<file path="config.mk">
export PLATFORM = sky130hd
export DESIGN_NAME = traffic_ctrl_timed
export DESIGN_NICKNAME = d
export VERILOG_FILES = /design/src/rtl/traffic_ctrl_timed.sv
export SDC_FILE = /design/constraint.sdc
export NUM_CORES = 1
export LEC_CHECK = 0
export ABC_AREA = 1
export CORE_UTILIZATION = 50
export CTS_CLUSTER_DIAMETER = 100
export DETAILED_ROUTE_END_ITERATION = 7
export GPL_ROUTABILITY_DRIVEN = 0
export PLACE_DENSITY = 0.7
export SLEW_MARGIN = 40
export SYNTH_ARGS = -nofsm -noshare
export SYNTH_HDL_FRONTEND = slang
export SYNTH_SLANG_ARGS = --single-unit
</file>
<file path="constraint.sdc">
create_clock -name clk -period 4.9 [get_ports clk]
set_input_delay 0.98 -clock clk [delete_from_list [all_inputs] [get_ports clk]]
set_output_delay 0.98 -clock clk [all_outputs]
set_load 0.05 [all_outputs]
</file>
<file path="src/rtl/traffic_ctrl_timed.sv">
// Two-way intersection light sequencer with a seconds prescaler, all-red clearance,
// red+yellow ready phases, early green termination on request and flashing-yellow mode.
module traffic_ctrl_timed #(
    parameter int TICK_DIV    = 50000000,
    parameter int T_GREEN     = 30,
    parameter int T_YELLOW    = 3,
    parameter int T_ALLRED    = 1,
    parameter int T_MIN_GREEN = 10,
    parameter int SEC_W       = 6
) (
    input  logic             clk,
    input  logic             rst,
    input  logic             enable,
    input  logic             flash,
    input  logic             ped_req,
    output logic             ns_red,
    output logic             ns_yellow,
    output logic             ns_green,
    output logic             ew_red,
    output logic             ew_yellow,
    output logic             ew_green,
    output logic [3:0]       state,
    output logic [SEC_W-1:0] phase_sec
);

    typedef enum logic [3:0] {
        OFF      = 4'd0,
        NS_READY = 4'd1,
        NS_GO    = 4'd2,
        NS_STOP  = 4'd3,
        AR_NS    = 4'd4,
        EW_READY = 4'd5,
        EW_GO    = 4'd6,
        EW_STOP  = 4'd7,
        AR_EW    = 4'd8,
        FLASH    = 4'd9
    } state_t;

    localparam int PW = (TICK_DIV > 1) ? $clog2(TICK_DIV) : 1;
    localparam logic [PW-1:0]    P_LAST  = PW'(TICK_DIV - 1);
    localparam logic [SEC_W-1:0] G_LAST  = SEC_W'(T_GREEN - 1);
    localparam logic [SEC_W-1:0] Y_LAST  = SEC_W'(T_YELLOW - 1);
    localparam logic [SEC_W-1:0] AR_LAST = SEC_W'(T_ALLRED - 1);
    localparam logic [SEC_W:0]   MIN_G   = (SEC_W + 1)'(T_MIN_GREEN);
    localparam logic [SEC_W-1:0] SEC_MAX = '1;

    state_t           state_reg, state_next;
    logic [PW-1:0]    presc_reg, presc_next;
    logic [SEC_W-1:0] sec_reg, sec_next;
    logic             ped_pending_reg, ped_pending_next;
    logic             blink_reg, blink_next;

    logic tick;
    logic green_done;
    logic yellow_done;
    logic allred_done;

    assign tick        = (presc_reg == P_LAST);
    assign yellow_done = tick && (sec_reg == Y_LAST);
    assign allred_done = tick && (sec_reg == AR_LAST);
    // A pending request may cut the green short once the minimum green has elapsed.
    assign green_done  = tick && ((sec_reg == G_LAST) ||
                         (ped_pending_reg && (({1'b0, sec_reg} + (SEC_W + 1)'(1)) >= MIN_G)));

    always_ff @(posedge clk or negedge rst) begin
        if (!rst) begin
            state_reg       <= OFF;
            presc_reg       <= '0;
            sec_reg         <= '0;
            ped_pending_reg <= 1'b0;
            blink_reg       <= 1'b0;
        end else begin
            state_reg       <= state_next;
            presc_reg       <= presc_next;
            sec_reg         <= sec_next;
            ped_pending_reg <= ped_pending_next;
            blink_reg       <= blink_next;
        end
    end

    always_comb begin
        state_next = state_reg;
        if (!enable) begin
            state_next = OFF;
        end else if (flash) begin
            state_next = FLASH;
        end else begin
            case (state_reg)
                OFF:      state_next = AR_EW;
                AR_EW:    if (allred_done) state_next = NS_READY;
                NS_READY: if (yellow_done) state_next = NS_GO;
                NS_GO:    if (green_done)  state_next = NS_STOP;
                NS_STOP:  if (yellow_done) state_next = AR_NS;
                AR_NS:    if (allred_done) state_next = EW_READY;
                EW_READY: if (yellow_done) state_next = EW_GO;
                EW_GO:    if (green_done)  state_next = EW_STOP;
                EW_STOP:  if (yellow_done) state_next = AR_EW;
                FLASH:    state_next = AR_EW;
                default:  state_next = OFF;
            endcase
        end
    end

    // Timers restart on every state change so each phase lasts exactly T*TICK_DIV cycles.
    always_comb begin
        presc_next = presc_reg;
        sec_next   = sec_reg;
        if (state_next != state_reg) begin
            presc_next = '0;
            sec_next   = '0;
        end else if (tick) begin
            presc_next = '0;
            if (sec_reg != SEC_MAX) begin
                sec_next = sec_reg + SEC_W'(1);
            end
        end else begin
            presc_next = presc_reg + PW'(1);
        end
    end

    always_comb begin
        ped_pending_next = ped_pending_reg;
        if (state_reg == OFF || state_reg == FLASH) begin
            ped_pending_next = 1'b0;
        end else if (ped_req) begin
            ped_pending_next = 1'b1;
        end else if ((state_reg == NS_GO || state_reg == EW_GO) && green_done) begin
            ped_pending_next = 1'b0;
        end
    end

    always_comb begin
        blink_next = blink_reg;
        if (state_reg != FLASH) begin
            blink_next = (state_next == FLASH);
        end else if (tick) begin
            blink_next = ~blink_reg;
        end
    end

    always_comb begin
        ns_red    = 1'b0;
        ns_yellow = 1'b0;
        ns_green  = 1'b0;
        ew_red    = 1'b0;
        ew_yellow = 1'b0;
        ew_green  = 1'b0;
        case (state_reg)
            NS_READY: begin ns_red = 1'b1; ns_yellow = 1'b1; ew_red = 1'b1; end
            NS_GO:    begin ns_green = 1'b1; ew_red = 1'b1; end
            NS_STOP:  begin ns_yellow = 1'b1; ew_red = 1'b1; end
            AR_NS,
            AR_EW:    begin ns_red = 1'b1; ew_red = 1'b1; end
            EW_READY: begin ew_red = 1'b1; ew_yellow = 1'b1; ns_red = 1'b1; end
            EW_GO:    begin ew_green = 1'b1; ns_red = 1'b1; end
            EW_STOP:  begin ew_yellow = 1'b1; ns_red = 1'b1; end
            FLASH:    begin ns_yellow = blink_reg; ew_yellow = blink_reg; end
            default:  ;
        endcase
    end

    assign state     = state_reg;
    assign phase_sec = sec_reg;

endmodule

</file>
==> out/results.ini <==
[sta]
layout_setup_ws_ns = 1.66
drv_slew = 0
setup_tns_ns = 0
skew_ns = 0.00859
relSlewSlack_pct = 48.0
rsz0062_at_grt = no
fmax_mhz = 308
hold_viol = 0
finalCritPeriodShare_pct = 66.2
fin_crit_ns = 3.24
worstMarginPinSlew_ns = 0.778
setup_viol_count_final = 0

[clock_tree]
cts_resized = 0
cts_tree = done
h-tree-depth = 2
numCtsBuffers = 5
cts_hold_buffers = 0
cts.clk_slew.worst_paths_ns = 0.07
postCtsSetupBuffers = 0
clock_latency_ns = 0.29
cts_root_buf = clkbuf_8
cts_buffer_depth = 2
clock_sinks = 38

[floorplanning]
die-height_um = 78.1
core_region_area_um2 = 5540
num_io_pins = 21
start_util_pct = 52.2
die_x_um = 78.1
die_area_um2 = 6090
num_rows = 27

[cells_and_area]
final_common_cell = nand2_1
seq_area_um2 = 951
multi_input_area_um2 = 1670
fin_nets = 409
area_growth_syn_to_layout_pct = 11.0
fill_cells = 509
largest_reg_flops = 26
drive_above_1_share_pct = 21.0
layout_common_cells = 80 x nand2_1, 42 x inv_1, 38 x dfrtp_1
n_antenna_cell = 0

[critical_path]
rrSetupSlack_ns = 2.55
critical_path_class = flip-flop to output pin
worstPathArrival_ns = 2.26
crit_required_ns = 3.92
path_cells = nor2_1 -> inv_1 -> o311ai_0 -> clkdlybuf4s50_1
cp_slowest_stage_delay_ns = 0.87
worstPathMaxFanout = 8
cp.buffers_inverters = 2
cp-start-kind = flip-flop
critPathSlowestCell = clkdlybuf4s50_1
cp-end-kind = output pin
cp_top_family = buffers and inverters

[hold_path]
hp-class = flip-flop to flip-flop

[yosys]
yosysWarnings = 0
synth.ff_latch_count = 38
synth.largest_area_cell = dfrtp_1
avgSynthCellArea_um2 = 7.67
synthesis.nets = 387
synth.area.top_cells = dfrtp_1 33%, nor2_4 12%, nand2_1 10%
syn-instance-count = 377
yosysSeqAreaShare_pct = 32.9
ys_types = 37
yosys.area.top_type_share_pct = 32.9
syn_area_um2 = 2890

[route]
antenna_left = 0
drt_pass1_iterations = 4
drc = 0
drt-initial-drc-count = 131
routed_wirelength_um = 5740
wire_per_inst_um = 12.2
route.vias.total = 2402
routed_via_density = 5.09

[placement]
io_buffers = 20
dp_slack_ns = 1.81
hpwlAfterDp_um = 4350

[global_route]
grt_overflow_total = 0
antenna_found_initial = 0
grt_pass1_wl_um = 10100
grtUsageTotal_pct = 21.0
grt_pass1_vias = 2215
grt_max_degree = 39

[power]
pwr-share-comb_pct = 18.9
vdd_ir_drop_max_v = 0.000135
p_per_area_nw_per_um2 = 210
pwr-share-seq_pct = 48.4
p_sw_mw = 0.210
switching_share_pct = 31.1
intPower_mw = 0.465
pwr-share-clk_pct = 32.6
p_leak_nw = 1.35

[run_status]
status = finished clean

[flow_run]
cap_viol_max_count = 0

## worst register-to-register path: stages, from the launching register on
cell and delay (ns):
dfrtp_1 0.46, inv_1 0.12, ha_1 0.31, nor2_1 0.11, nand2_1 0.06, nand2_1 0.07, nand3_1 0.08, nand2_1 0.06
nand2_1 0.06, nand2_2 0.08, nand2_2 0.06, nand2_2 0.06, nand2_2 0.06, nand2_2 0.06, nand2_2 0.08, nand2_8 0.40
nor2_1 0.10
## cell type report
type	count	area share (%)
Clock buffer	7	2.69
Clock inverter	1	0.156
Inverter	55	6.47
Multi-Input combinational cell	279	52.1
Sequential cell	38	29.6
Tap cell	72	2.80
Timing Repair Buffer	20	6.16
## power groups by stage
| stage | Sequential, mW | Clock [mW] | Combinational, mW |
|---|---|---|---|
| 2_1_floorplan | 0.338 | 0 | 0.105 |
| 3_3_place_gp | 0.333 | 0 | 0.125 |
| 3_5_place_dp | 0.333 | 0 | 0.128 |
| 4_1_cts | 0.327 | 0.228 | 0.129 |
| 5_1_grt | 0.328 | 0.242 | 0.139 |
| 6_report | 0.327 | 0.221 | 0.128 |
## through the flow
step	instances	instance area [um^2]	power [mW]	hold slack, ns	utilization [%]
after floorplan	377	2890	0.443	0.481	-
after global placement	464	3110	0.459	0.518	56.1
after detailed placement	464	3120	0.462	0.525	56.3
after CTS	472	3210	0.684	0.551	58.0
after global routing	472	3210	0.710	0.576	58.0
final	472	3210	0.676	0.536	58.0
## path summary, 6_finish.rpt
check,startpoint,to,cells past startpoint
min in group asynchronous,rst,presc_reg[14],1
setup / recovery,state[3],ns_red,4
max in group asynchronous,rst,state[0],1
hold reg to reg,ped_pending_reg,ped_pending_reg,2
hold / removal,ped_pending_reg,ped_pending_reg,2
setup reg to reg,phase_sec[0],phase_sec[0],16
## cell usage after synthesis
master	number
nor4_1	3
o311ai_0	1
or2_2	4
o21ai_1	2
nor2_1	36
nand2_4	3
buf_2	1
nor2_2	8
clkbuf_1	1
nor2_8	1
inv_2	11
nand3_2	1
nand4_2	2
nand3_4	1
ha_1	5
xnor2_1	2
a211oi_1	1
nand2_1	80
nor3_1	10
dfrtp_1	38
clkinv_2	1
nor3_2	1
clkinv_1	1
nand3b_1	1
nand3_1	26
buf_12	3
nand4_1	13
xor2_1	8
a21oi_1	9
or2_0	1
nor3b_1	1
o21ai_0	13
nor2_4	32
inv_1	42
o21bai_1	2
nand2_2	11
or2_1	1
## per-layer routing
layer | track usage [%] | vias to the layer above | share of wire (%)
met4 | 7.22 | 0 | 1.6
met5 | 0 | - | 0
met3 | 3.84 | 8 | 4.5
met2 | 34.1 | 57 | 47
met1 | 28.1 | 1101 | 47
li1 | - | 1236 | -
## kinds of logic (layout without fill, tap and decap cells)
family / count (synthesis) / in the layout / synth area share [%]
and+or+nand+nor: 236 / 236 / 47.1
adders and majority gates: 5 / 5 / 2.16
buffers and inverters: 60 / 83 / 9.56
xor gates and xnor gates: 10 / 10 / 3.03
AOI/OAI and AO/OA: 28 / 28 / 5.23
DFF: 38 / 38 / 32.9
No activity file was read; power rests on OpenSTA's default activity.
